**config.mk**
```make
export PLATFORM = sky130hd
export DESIGN_NAME = spike_event_scheduler
export DESIGN_NICKNAME = d
export VERILOG_FILES = /design/src/rtl/spike_event_scheduler.sv
export SDC_FILE = /design/constraint.sdc
export NUM_CORES = 1
export LEC_CHECK = 0
export ABC_CLOCK_PERIOD_IN_PS = 2100
export BUFFER_PORTS_ARGS = -buffer_cell sky130_fd_sc_hd__buf_4
export CORE_MARGIN = 2
export CORE_UTILIZATION = 47
export DETAILED_ROUTE_END_ITERATION = 8
export GPL_ROUTABILITY_DRIVEN = 0
export GPL_TIMING_DRIVEN = 0
export PLACE_DENSITY = 0.79
export SETUP_SLACK_MARGIN = 0.1
export SLEW_MARGIN = 20
export SYNTH_ARGS = -nofsm -noshare
export SYNTH_HDL_FRONTEND = slang
export SYNTH_SLANG_ARGS = --single-unit
```
**constraint.sdc**
```tcl
create_clock -name CLK -period 2.1 [get_ports CLK]
set_input_delay 0.21 -clock CLK [delete_from_list [all_inputs] [get_ports CLK]]
set_output_delay 0.21 -clock CLK [all_outputs]
set_load 0.05 [all_outputs]
```
**src/rtl/spike_event_scheduler.sv**
```systemverilog
// Spike event scheduler: round-robin push arbitration of N_REQ requesters into
// an external FIFO, plus a three-state pop FSM that feeds a valid/ready sink.
module spike_event_scheduler #(
  parameter int N_REQ = 4,
  parameter int M     = 8,
  parameter int CNT_W = 16
) (
  input  logic               CLK,
  input  logic               RST,
  input  logic               en_i,
  input  logic [N_REQ-1:0]   req_valid_i,
  input  logic [N_REQ*M-1:0] req_data_i,
  output logic [N_REQ-1:0]   req_ready_o,
  output logic               fifo_w_en_o,
  output logic [M-1:0]       fifo_w_data_o,
  input  logic               fifo_full_i,
  output logic               fifo_r_en_o,
  input  logic               fifo_empty_i,
  input  logic [M-1:0]       fifo_r_data_i,
  output logic               spk_valid_o,
  output logic [M-1:0]       spk_data_o,
  input  logic               spk_ready_i,
  output logic [CNT_W-1:0]   push_cnt_o,
  output logic [CNT_W-1:0]   pop_cnt_o
);

  localparam int PTR_W = (N_REQ > 1) ? $clog2(N_REQ) : 1;

  localparam logic [1:0] IDLE  = 2'd0;
  localparam logic [1:0] FETCH = 2'd1;
  localparam logic [1:0] HOLD  = 2'd2;

  logic [PTR_W-1:0] rr_ptr_reg;
  logic [PTR_W-1:0] grant_idx;
  logic             grant_found;
  logic             push_go;
  logic [1:0]       state_reg;
  logic [1:0]       state_next;
  logic             r_en;
  logic             spk_valid_reg;
  logic [M-1:0]     spk_data_reg;
  logic [CNT_W-1:0] push_cnt_reg;
  logic [CNT_W-1:0] pop_cnt_reg;

  // Scan requesters starting at rr_ptr and wrapping; the first valid one wins.
  always_comb begin
    int idx;
    grant_found = 1'b0;
    grant_idx   = '0;
    idx         = 0;
    for (int k = 0; k < N_REQ; k++) begin
      idx = int'(rr_ptr_reg) + k;
      if (idx >= N_REQ) idx = idx - N_REQ;
      if (!grant_found && req_valid_i[idx]) begin
        grant_found = 1'b1;
        grant_idx   = PTR_W'(idx);
      end
    end
  end

  assign push_go       = !RST && en_i && !fifo_full_i && grant_found;
  assign fifo_w_en_o   = push_go;
  assign fifo_w_data_o = req_data_i[int'(grant_idx)*M +: M];

  generate
    for (genvar gi = 0; gi < N_REQ; gi++) begin : g_ready
      assign req_ready_o[gi] = push_go && (grant_idx == PTR_W'(gi));
    end
  endgenerate

  always_comb begin
    state_next = state_reg;
    r_en       = 1'b0;
    case (state_reg)
      IDLE: begin
        if (en_i && !fifo_empty_i) begin
          r_en       = 1'b1;
          state_next = FETCH;
        end
      end
      FETCH: state_next = HOLD;
      HOLD: begin
        if (spk_ready_i) begin
          if (en_i && !fifo_empty_i) begin
            r_en       = 1'b1;
            state_next = FETCH;
          end else begin
            state_next = IDLE;
          end
        end
      end
      default: state_next = IDLE;
    endcase
  end

  assign fifo_r_en_o = r_en && !RST;

  always_ff @(posedge CLK) begin
    if (RST) begin
      rr_ptr_reg    <= '0;
      state_reg     <= IDLE;
      spk_valid_reg <= 1'b0;
      spk_data_reg  <= '0;
      push_cnt_reg  <= '0;
      pop_cnt_reg   <= '0;
    end else begin
      state_reg <= state_next;
      if (push_go) begin
        rr_ptr_reg <= (grant_idx == PTR_W'(N_REQ - 1)) ? '0 : grant_idx + 1'b1;
        if (push_cnt_reg != '1) push_cnt_reg <= push_cnt_reg + 1'b1;
      end
      // FIFO read data arrives one cycle after the read strobe, i.e. in FETCH.
      if (state_reg == FETCH) begin
        spk_data_reg  <= fifo_r_data_i;
        spk_valid_reg <= 1'b1;
      end else if (state_reg == HOLD && spk_ready_i) begin
        spk_valid_reg <= 1'b0;
      end
      if (spk_valid_reg && spk_ready_i && pop_cnt_reg != '1)
        pop_cnt_reg <= pop_cnt_reg + 1'b1;
    end
  end

  assign spk_valid_o = spk_valid_reg;
  assign spk_data_o  = spk_data_reg;
  assign push_cnt_o  = push_cnt_reg;
  assign pop_cnt_o   = pop_cnt_reg;

endmodule

```
Word level (Yosys, flattened, before mapping)
Index checks and enable logic that the tools add are counted.
{ "totals": {"regBits": 45, "in_bits": 50, "output_inout_bits": 55, "wordCells": 94} }
{ "classes": {"addsub": 10, "n_lt_le_gt_ge": 8, "eq_ne": 9, "shifts": 1, "mux": 34, "reduce_logical": 26} }
{ "ops": {"columns": ["cell", "n"], "rows": [
  ["32-bit by 4-bit less-than comparator with 1-bit output (second input constant)", 4],
  ["32-bit 2-to-1 mux", 4],
  ["16-bit by 1-bit adder with 16-bit output (second input constant)", 2],
  ["16-bit != test (second input constant)", 2],
  ["32-bit by 6-bit variable part select with 8-bit output", 1],
  ["1-bit 2-to-1 mux", 17],
  ["1-bit logical AND", 15],
  ["2-bit 2-to-1 mux", 7],
  ["3-bit by 3-bit subtractor with 4-bit output (second input constant)", 3],
  ["3-bit greater-or-equal comparator (second input constant)", 3],
  ["1-bit binary-select mux with 2-bit select", 4],
  ["2-bit by 2-bit adder with 3-bit output (second input constant)", 2],
  ["2-bit equality test (second input constant)", 3],
  ["1-bit zero test", 6],
  ["2-bit case mux with 3 select lines", 1],
  ["2-bit by 1-bit equality test with 1-bit output (second input constant)", 2],
  ["2-bit zero test", 2],
  ["2-bit != test (second input constant)", 2],
  ["2-bit AND reduction", 2],
  ["2-bit by 3-bit subtractor with 4-bit output (second input constant)", 1],
  ["2-bit by 1-bit adder with 3-bit output (second input constant)", 1],
  ["2-bit by 3-bit greater-or-equal comparator with 1-bit output (second input constant)", 1],
  ["2-bit by 1-bit adder with 2-bit output (second input constant)", 1],
  ["1-bit case mux with 2 select lines", 1],
  ["2-bit nonzero test", 1]
]} }

Longest topological paths before layout
Gate-level depths: netlist of the first run.
{ "depth": {"word_depth": 17, "ltp_mapped": 8, "mapped_depth_nobuf": 6} }

Least setup slack after synthesis of the first run
Ideal clock, no wire load.
{ "synth_timing": {"kind": "input to output", "start": "input port RST", "end": "output port req_ready_o[0]", "t_arrival_ns": 2.144, "required_ns": 1.890, "setup_slack_ns": -0.254, "stages": 7, "n_path_buf": 2, "cell_sequence": "buf_2 -> or3b_4 -> or2_0 -> buf_6 -> inv_2 -> nand2b_1 -> nor2_1"} }
{ "synth_between": {"elab_chain_len": 5} }
{ "synth_rtl": {"columns": ["element", "line_no", "rtl"], "rows": [
  ["start: declaration", "9", "input logic RST,"],
  ["1-bit zero test", "61", "assign push_go = !RST && en_i && !fifo_full_i && grant_found;"],
  ["1-bit logical AND (3 in series)", "61", null],
  ["via fifo_w_en_o", "14", "output logic fifo_w_en_o,"],
  ["1-bit logical AND", "67", "assign req_ready_o[gi] = push_go && (grant_idx == PTR_W'(gi));"],
  ["end: declaration", "13", "output logic [N_REQ-1:0] req_ready_o,"]
]} }
The timed path passes the listed nets, and every way through them passes these cells.

Worst setup path after layout of the first run
{ "layout_timing": {"start": "register rr_ptr_reg[1]", "end": "output port fifo_w_data_o[3]"} }
{ "layout_between": {"elab_chain_len": 16, "word_cells_on_any_way": 41, "cone_classes": "7 x add/sub; 4 x order compare; 1 x shift; 23 x mux; 6 x reduce/logical"} }
{ "layout_rtl": {"columns": ["element", "line_no", "rtl"], "rows": [
  ["start: declaration", "33", "logic [PTR_W-1:0] rr_ptr_reg;"],
  ["start signal: assignment", "109", "rr_ptr_reg <= (grant_idx == PTR_W'(N_REQ - 1)) ? '0 : grant_idx + 1'b1;"],
  ["parallel branches: the longest is 14 deep, another holds 3-bit by 3-bit subtractor with 4-bit output", null, null],
  ["2-bit 2-to-1 mux *", "54", "if (!grant_found && req_valid_i[idx]) begin"],
  ["32-bit by 6-bit variable part select with 8-bit output *", "63", "assign fifo_w_data_o = req_data_i[int'(grant_idx)*M +: M];"],
  ["end: declaration", "15", "output logic [M-1:0] fifo_w_data_o,"]
]} }
Every way passes the cells marked *. The select of a mux whose other input is x is not followed.

==> run summary, run 1 <==
Root buf cell: clkbuf_8
Area growth syn-to-layout: 66.6%
WL final: 8980 um
Final worst slack: -150 ps
Clk sinks: 45
Required time worst endpoint: 1890 ps
Initial DRC Count: 164
Sequential fraction of the synthesis area: 0.377
Mapped Cells: 285
Global route overflow: 0
Hold wc startpoint: fifo_empty_i
Synth top area share: 0.377
Initial Util: 0.497
Die outline width: 75.3 um
Mapped cell area: 0.00239 mm2
Final Hold Fails: 0
Worst min-delay path class: input pin to flop
Syn nets: 337
First-pass GRT wire length: 12100 um
Gr usage total: 0.287
Crit Path Max Fanout: 6
Largest net degree at the start of global routing: 15
Mean Syn Cell Area: 8.39 um2
Core area: 0.00482 mm2
Routed len/inst: 19.0 um
Syn. warnings: 0
Setup violators final: 10
Finished Core Util: 0.828
Pre-antenna DRT Iters: 4
Combinational fraction of design power: 0.318
Slew Limit Fails: 0
Count of cell types in the netlist: 39
Die area: 0.00568 mm2
Design Power: 2120 uW
Top_reg_cell synth: dfxtp_1
Post-CTS Hold Buffers: 0
Hold WS: 87.5 ps
Largest cells by area after synthesis: dfxtp_1, mux2i_1, nor2_1, xor2_1, nand2_1
Top cells by count, synth: dfxtp_1, nor2_1, mux2i_1, nand2_1, a21oi_1
Fraction of registers with async set/reset: 0
Later-pin clock latency in the skew report: 300 ps
Longest Clk Path Bufs: 2
Worst Path Arrival: 2040 ps
Pwr Density: 532 mW/mm2
Via count: 2729
Die Y: 75.3 um
RSZ-0062 raised after global routing: true
Synth Register Bits: 45
Post-synth EDFFs: 0
Max-capacitance violation count: 0
Top-count cell post-synth: dfxtp_1
Leakage Power: 0.00152 uW
Vias per Instance: 5.77
Peak Freq: 444 MHz
R2R Setup Slk: 70 ps
Setup Crit Path Kind: flop to output port
CTS tree: done
Post-DP Area: 0.00340 mm2
Number of global-route vias before repair: 2528
Int Pwr: 1450 uW
I/O pin cnt: 105
Violations in the final reports: setup timing
Worst VDD drop: 0.000363 V
WHS Endpoint: state_reg[0]
Cell taking the most area after synthesis: dfxtp_1
CP startpoint kind: flop
Sw Share: 0.315
Residual DRC count: 0
Layout cell share with drive strength beyond 1: 0.458
Power share of the clock group: 0.269
Dpl hpwl: 4900 um
Status: complete, but fails checks
Clk_skew: 9.27 ps
IO buf count: 103
Max_slew headroom: 0.529
Post-route cell area: 0.00399 mm2
Num CTS Buffers: 5
Crit end category: output port
Fin crit period: 2250 ps
Worst reg2reg startpoint: push_cnt_o[6]
Worst-margin pin slew: 700 ps
Register share of total power: 0.414
Diodes inserted: 0
H-tree depth: 2
Cell Rows: 25
R2R cell count: 6
Final Cycle Share: 1.07
Switch Pwr: 667 uW
# nets final: 457
Post-route ant nets: 0
Initial antenna violation count: 0
CTS clock-pin slew for the worst setup and hold paths: 80 ps
Hold path depth: 2
R2r endpoint: push_cnt_o[11]
[cells by family (layout without fill, tap and decap cells)]
logic type | count (synthesis) | after routing | share of synthesized area
muxes | 26 | 26 | 0.109
AOI/OAI and AO/OA | 28 | 28 | 0.0690
and+or+nand+nor | 140 | 140 | 0.311
adders and majority gates | 2 | 2 | 0.0105
buffers and inverters | 20 | 141 | 0.0366
DFF | 45 | 45 | 0.377
xor gates and xnor gates | 24 | 24 | 0.0879
[routing by layer]
| metal | track usage | vias up | part of all wire | routed length, um |
|---|---|---|---|---|
| met1 | 0.318 | 1263 | 0.35 | 3170 |
| met3 | 0.0608 | 41 | 0.070 | 630 |
| li1 | - | 1256 | - | - |
| met5 | 0 | - | 0 | 0 |
| met2 | 0.522 | 169 | 0.52 | 4630 |
| met4 | 0.131 | 0 | 0.060 | 542 |
[worst max-delay path, stage by stage, from the launching register on]
cell and delay [ps]:
dfxtp_4 400, a21oi_2 60, o21ai_1 220, o2bb2a_4 190, buf_8 140, buf_12 150
mux2i_4 200, mux2i_4 190, buf_6 190
[power groups by stage]
stage / clock network [uW] / logic, uW / registers [uW]
final: 569 / 673 / 877
after global routing: 623 / 695 / 879
after CTS: 578 / 618 / 876
after detailed placement: 0 / 463 / 896
after global placement: 0 / 459 / 896
after floorplan: 0 / 282 / 923
[placed cells by master, fill, tap and decap left out, drive strengths merged, types with 2 or more instances in the layout]
cell type,synthesis,layout
a21oi,18,18
and3,7,7
buf,5,119
clkbuf,8,13
clkinv,0,2
dfxtp,45,45
ha,2,2
inv,7,7
mux2i,26,26
nand2,26,26
nand2b,6,6
nand3,13,13
nand3b,2,2
nand4,13,13
nand4b,2,2
nor2,36,36
nor2b,3,3
nor3,13,13
nor4,10,10
nor4b,2,2
o21ai,4,4
or2,2,2
or3,2,2
xnor2,10,10
xor2,14,14
[what timing repair did]
action / 4_1_cts / 5_1_grt
cloned: 1 / 0
pin swaps: 2 / 5
setup buffers: 7 / 3
setup endpoints to repair: 12 / 23
gates resized for setup: 59 / 16
[final cells by class]
| type | instances | area (um2) |
|---|---|---|
| timing repair buffer | 114 | 977 |
| tap | 67 | 83.8 |
| inverter | 7 | 28.8 |
| buffer | 12 | 85.1 |
| clock buffer | 6 | 82.6 |
| fill | 306 | 831 |
| sequential | 45 | 923 |
| multi-input combinational | 220 | 1790 |
| clock inverter | 2 | 13.8 |
[through the flow]
step / std cells / setup WS, ps / TNS, ps
2_1_floorplan: 285 / 18.6 / 0
3_5_place_dp: 455 / -152 / -1050
4_1_cts: 471 / 1.60 / 0
3_3_place_gp: 455 / -70.5 / -476
5_1_grt: 473 / -224 / -1330
6_report: 473 / -150 / -895
[how the worst max path moves through the flow]
stage	slack (ps)	end	cells past startpoint	from
after detailed placement	-150	fifo_w_data_o[2]	8	rr_ptr_reg[1]
after floorplan	20	req_ready_o[0]	7	RST
after global placement	-70	fifo_w_data_o[3]	8	rr_ptr_reg[1]
after global routing	-220	fifo_w_data_o[3]	7	rr_ptr_reg[1]
after CTS	2	fifo_w_data_o[3]	8	rr_ptr_reg[1]
final	-150	fifo_w_data_o[3]	8	rr_ptr_reg[1]
No activity file was read; power rests on OpenSTA's default activity.
==> run 2, diff against run 1 <==
--- a/config.mk
+++ b/config.mk
@@ -18,3 +18,4 @@
 export SYNTH_ARGS = -nofsm -noshare
 export SYNTH_HDL_FRONTEND = slang
 export SYNTH_SLANG_ARGS = --single-unit
+export TNS_END_PERCENT = 5
==> run summary, run 2 (same netlist as run 1, synthesis figures left out) <==
Post-DP Area: 0.00329 mm2 (-3.2%)
Diodes inserted: 0 (unchanged)
CP max-delay cell: dfxtp_4
Vias per Instance: 5.39 (-6.6%)
Area of the multi-input gates: 0.00153 mm2 (-15%)
Worst slack, placed: -80.0 ps (+71.8 ps)
Worst min-delay path class: input pin to flop
Fillers: 413 (+35%)
Residual DRC count: 0 (unchanged)
Power share of the clock group: 0.286 (+0.017)
CP dominant cell by count: buf_6
Fin crit period: 2170 ps (-80.5 ps)
Max_slew headroom: 0.566 (+0.0365)
Die Y: 75.3 um (unchanged)
Worst reg2reg startpoint: pop_cnt_o[2]
Crit Path Max Fanout: 10 (+4)
WHS Endpoint: state_reg[0]
Commonest cells after routing, fill and taps aside: buf_4, dfxtp_1, nor2_1
Final worst slack: -69.3 ps (+80.5 ps)
Crit end category: output port
Hold wc startpoint: fifo_empty_i
IO buf count: 103 (unchanged)
Later-pin clock latency in the skew report: 300 ps (about the same)
Layout cell share with drive strength beyond 1: 0.394 (-0.0637)
Hold WS: 82.6 ps (-4.97 ps)
Post-route ant nets: 0 (unchanged)
I/O pin cnt: 105 (unchanged)
Combinational fraction of design power: 0.250 (-0.068)
Setup Crit Path Kind: flop to output port
Gr usage total: 0.229 (-0.0578)
Number of global-route vias before repair: 2168 (-14%)
Setup TNS Final: -200 ps (+695 ps)
Global route overflow: 0 (unchanged)
Largest net degree at the start of global routing: 13 (-2)
CP startpoint kind: flop
Post-route cell area: 0.00357 mm2 (-11%)
Initial DRC Count: 112 (-32%)
Status: complete, but fails checks
Worst Path Arrival: 1960 ps (-80 ps)
Area growth syn-to-layout: 49.1%
Clk_skew: 2.59 ps (-6.68 ps)
CTS tree: done
Initial Util: 0.497 (unchanged)
Initial antenna violation count: 0 (unchanged)
Register Area: 915 um2 (-0.95%)
First-pass GRT wire length: 10000 um (-17%)
Post-CTS Hold Buffers: 0 (unchanged)
Most common cell after layout, fill and taps aside: buf_4
Via count: 2506 (-8.2%)
Hold path depth: 2 (unchanged)
Root buf cell: clkbuf_8
WL final: 6860 um (-24%)
Num CTS Buffers: 5 (unchanged)
R2r endpoint: pop_cnt_o[13]
Core area: 0.00482 mm2 (unchanged)
Critical Path, Cell by Cell: a21oi_1 > o21ai_0 > o2bb2a_1 > buf_6 > buf_12 > mux2i_1 > mux2i_2 > buf_6
Leakage Power: 0.00142 uW (-6.7%)
Design Power: 1890 uW (-11%)
Int Pwr: 1330 uW (-8.1%)
Final Cycle Share: 1.03 (-0.0383)
Setup violators final: 7 (-3)
Worst VDD drop: 0.000366 V (+0.99%)
Slew Limit Fails: 0 (unchanged)
Sw Share: 0.294 (-0.0207)
Die area: 0.00568 mm2 (unchanged)
Routed len/inst: 14.8 um (-22%)
Die outline width: 75.3 um (unchanged)
Peak Freq: 461 MHz (+3.7%)
Worst-margin pin slew: 646 ps (-54.3 ps)
Longest Clk Path Bufs: 2 (unchanged)
Final Hold Fails: 0 (unchanged)
RSZ-0062 raised after global routing: true
Register share of total power: 0.464 (+0.050)
Required time worst endpoint: 1890 ps (about the same)
R2R cell count: 5 (-1)
CTS clock-pin slew for the worst setup and hold paths: 80 ps (about the same)
Cell Rows: 25 (unchanged)
Dpl hpwl: 4920 um (+0.29%)
Switch Pwr: 555 uW (-17%)
Pre-antenna DRT Iters: 4 (unchanged)
Max-capacitance violation count: 0 (unchanged)
R2R Setup Slk: 180 ps (+110 ps)
# nets final: 450 (-1.5%)
Slowest stage delay, CP: 370 ps (-30 ps)
Pwr Density: 530 mW/mm2 (-0.34%)
H-tree depth: 2 (unchanged)
Clk sinks: 45 (unchanged)
Violations in the final reports: setup timing
[run 2: cell count changes in the layout (fill, tap and decap cells not counted), sizes merged]
| cell | change |
|---|---|
| clkbuf | +1 |
| buf | -7 |
| clkinv | -2 |
[run 2: per-stage QoR]
step                 util  std cells
global route        0.741        465
finish              0.741        465
detailed placement  0.683        455
global placement    0.683        455
floorplan               -        285
CTS                 0.722        465
[run 2: power groups by stage]
stage	combinational [uW]	sequential (uW)	clock [uW]
after floorplan	242	923	0
after global placement	418	896	0
after detailed placement	425	896	0
after CTS	465	875	548
after global routing	496	879	593
final	473	877	540
[run 2: area by class of cell]
cell class | count | area share
Timing Repair Buffer | 106 | 0.236
Clock buffer | 7 | 0.0242
Inverter | 7 | 0.00737
Buffer | 13 | 0.0242
Tap cell | 67 | 0.0235
Multi-Input combinational cell | 220 | 0.429
Sequential cell | 45 | 0.256
[run 2: how the worst max path moves through the flow]
| stage | from | slack [ps] | cells after the start | end |
|---|---|---|---|---|
| after global routing | rr_ptr_reg[1] | -140 | 6 | fifo_w_data_o[4] |
| after CTS | rr_ptr_reg[1] | -20 | 6 | fifo_w_data_o[6] |
| after detailed placement | req_valid_i[0] | -80 | 9 | fifo_w_data_o[4] |
| after global placement | req_valid_i[0] | -10 | 9 | fifo_w_data_o[1] |
| after floorplan | push_cnt_o[0] | -100 | 6 | push_cnt_o[0] |
| final | rr_ptr_reg[1] | -70 | 8 | fifo_w_data_o[1] |
[run 2: worst max-delay path: cells and delay by family, from the launching register on]
family,cells,cell delay [ps]
AOI/OAI and AO/OA,3,450
buffers and inverters,3,450
DFF,1,370
muxes,2,390
[run 2: repair_timing]
action | in CTS | in global routing
cloned | 1 | 0
setup endpoints to repair | 15 | 30
pin swaps | 1 | 2
buffers inserted | 2 | 0
gates resized for setup | 24 | 28
[run 2: metal layers]
metal  vias to the layer above  share of wire  wire [um]  track usage
met5                         -              0          0            0
met4                         0          0.011         77       0.0799
met3                         9          0.046        314       0.0476
met2                        62           0.53       3620        0.375
met1                      1204           0.42       2850        0.301
li1                       1231              -          -            -
==> run 3, diff against run 2 <==
--- a/config.mk
+++ b/config.mk
@@ -7,6 +7,7 @@
 export LEC_CHECK = 0
 export ABC_CLOCK_PERIOD_IN_PS = 2100
 export BUFFER_PORTS_ARGS = -buffer_cell sky130_fd_sc_hd__buf_4
+export CORE_ASPECT_RATIO = 1.25
 export CORE_MARGIN = 2
 export CORE_UTILIZATION = 47
 export DETAILED_ROUTE_END_ITERATION = 8
==> run summary, run 3 (same netlist as run 1, synthesis figures left out) <==
Num CTS Buffers: 5 (unchanged)
H-tree depth: 2 (unchanged)
Later-pin clock latency in the skew report: 300 ps (about the same)
Die outline width: 67.8 um (-10%)
Slew Limit Fails: 0 (unchanged)
Worst Path Arrival: 1930 ps (-30 ps)
CTS tree: done
Status: complete, but fails checks
First-pass GRT wire length: 11100 um (+11%)
Cell Rows: 29 (+16%)
Crit end category: output port
CTS clock-pin slew for the worst setup and hold paths: 80 ps (about the same)
Core area: 0.00501 mm2 (+3.9%)
Sw Share: 0.297 (+0.00313)
Final worst slack: -38.8 ps (+30.5 ps)
Layout Cells excl Fill: 462 (-0.65%)
Violations in the final reports: setup timing
Global route overflow: 0 (unchanged)
# nets final: 452 (+0.44%)
Post-route ant nets: 0 (unchanged)
I/O pin cnt: 105 (unchanged)
Peak Freq: 468 MHz (+1.4%)
Die Y: 83.8 um (+11%)
Required time worst endpoint: 1890 ps (about the same)
Diodes inserted: 0 (unchanged)
Residual DRC count: 0 (unchanged)
Setup Crit Path Kind: flop to output port
Crit Path Max Fanout: 6 (-4)
CP startpoint kind: flop
Via count: 2589 (+3.3%)
Root buf cell: clkbuf_8
Largest net degree at the start of global routing: 13 (unchanged)
Initial DRC Count: 108 (-3.6%)
Power share of the clock group: 0.280 (-0.006)
Clk_skew: 3.85 ps (+1.26 ps)
Initial antenna violation count: 0 (unchanged)
Most common cell after layout, fill and taps aside: buf_4
Fin crit period: 2140 ps (-30.5 ps)
Final Cycle Share: 1.02 (-0.0145)
Routed len/inst: 15.1 um (+2.3%)
Metal-1 WL: 2480 um (-13%)
Int Pwr: 1370 uW (+2.7%)
RSZ-0062 raised after global routing: true
Setup TNS Final: -168 ps (+31.9 ps)
Number of global-route vias before repair: 2495 (+15%)
Post-route cell area: 0.00368 mm2 (+3.2%)
Longest Clk Path Bufs: 2 (unchanged)
Combinational fraction of design power: 0.271 (+0.021)
Max-capacitance violation count: 0 (unchanged)
WL final: 6980 um (+1.7%)
Pwr Density: 530 mW/mm2 (about the same)
Register share of total power: 0.450 (-0.014)
Final Hold Fails: 0 (unchanged)
Die area: 0.00568 mm2 (about the same)
IO buf count: 103 (unchanged)
Routed wl met3: 507 um (+61%)
Vias per Instance: 5.60 (+4.0%)
Post-DP Area: 0.00328 mm2 (-0.19%)
Pre-antenna DRT Iters: 4 (unchanged)
Routed wl met2: 3780 um (+4.4%)
Area growth syn-to-layout: 53.9%
Commonest cells after routing, fill and taps aside: buf_4, dfxtp_1, nor2_1
Worst-margin pin slew: 637 ps (-8.94 ps)
Max_slew headroom: 0.572 (+0.00639)
Worst min-delay path class: input pin to flop
Switch Pwr: 579 uW (+4.3%)
Top sig layer: met4
Clk sinks: 45 (unchanged)
Fillers: 395 (-4.4%)
Initial Util: 0.478 (-0.0189)
Gr usage total: 0.249 (+0.0204)
Worst slack, placed: -68.0 ps (+12.0 ps)
Layout cell share with drive strength beyond 1: 0.413 (+0.0180)
Worst VDD drop: 0.000363 V (-0.87%)
Placed Cells incl. Taps: 450 (-1.1%)
Dpl hpwl: 4910 um (about the same)
Leakage Power: 0.00144 uW (+1.8%)
Post-CTS Hold Buffers: 0 (unchanged)
Setup violators final: 7 (unchanged)
[run 3: cell count changes in the layout (fill, tap and decap cells not counted), sizes merged]
cell and change:
clkbuf +1, buf +1
[run 3: per-stage QoR]
| step | hold slack, ps | power, uW | util |
|---|---|---|---|
| 2_1_floorplan | 289 | 1160 | - |
| 3_3_place_gp | 391 | 1320 | 0.656 |
| 3_5_place_dp | 394 | 1320 | 0.656 |
| 4_1_cts | 79.3 | 1910 | 0.705 |
| 5_1_grt | 91.8 | 2020 | 0.735 |
| 6_report | 84.1 | 1950 | 0.735 |
[run 3: final timing paths]
kind,startpoint,slack [ps],endpoint,cells after the start
worst min-delay path,fifo_empty_i,80,state_reg[0],2
worst min register to register,spk_data_o[3],460,spk_data_o[3],2
worst max register to register,push_cnt_o[15],190,push_cnt_o[15],6
worst max-delay path,rr_ptr_reg[1],-40,fifo_w_data_o[2],8
[run 3: critical path, cell delays in order (launching register included)]
cell       delay, ps
dfxtp_4          390
a21oi_2           60
o21ai_1          120
o2bb2a_2         220
buf_6            140
clkbuf_16        170
mux2i_4          180
mux2i_2          170
buf_6            180
[run 3: layout make-up]
type | count | area (um2) | area share
multi-input cells | 220 | 1620 | 0.441
flip-flops and latches | 45 | 915 | 0.248
repair buffers | 108 | 870 | 0.236
well taps | 62 | 77.6 | 0.0211
inverters | 7 | 26.3 | 0.00714
plain buffers | 13 | 85.1 | 0.0231
clock buffers | 7 | 86.3 | 0.0235
[run 3: power by group through the flow]
stage                     clock network (uW)  logic, uW  registers (uW)
after floorplan                            0        242             923
after global placement                     0        422             896
after detailed placement                   0        426             896
after CTS                                551        488             876
after global routing                     585        556             879
final                                    545        528             877
[run 3: layer usage]
layer | up-vias | GRT usage
met2 | 113 | 0.471
met3 | 19 | 0.0580
met4 | 0 | 0.0782
met5 | - | 0
li1 | 1237 | -
met1 | 1220 | 0.259
[run 3: what timing repair did]
item,4_1_cts,5_1_grt
buffers inserted,3,0
endpoints found under the setup margin,18,30
pin swaps,1,6
gates cloned,1,1
resized for setup,35,29
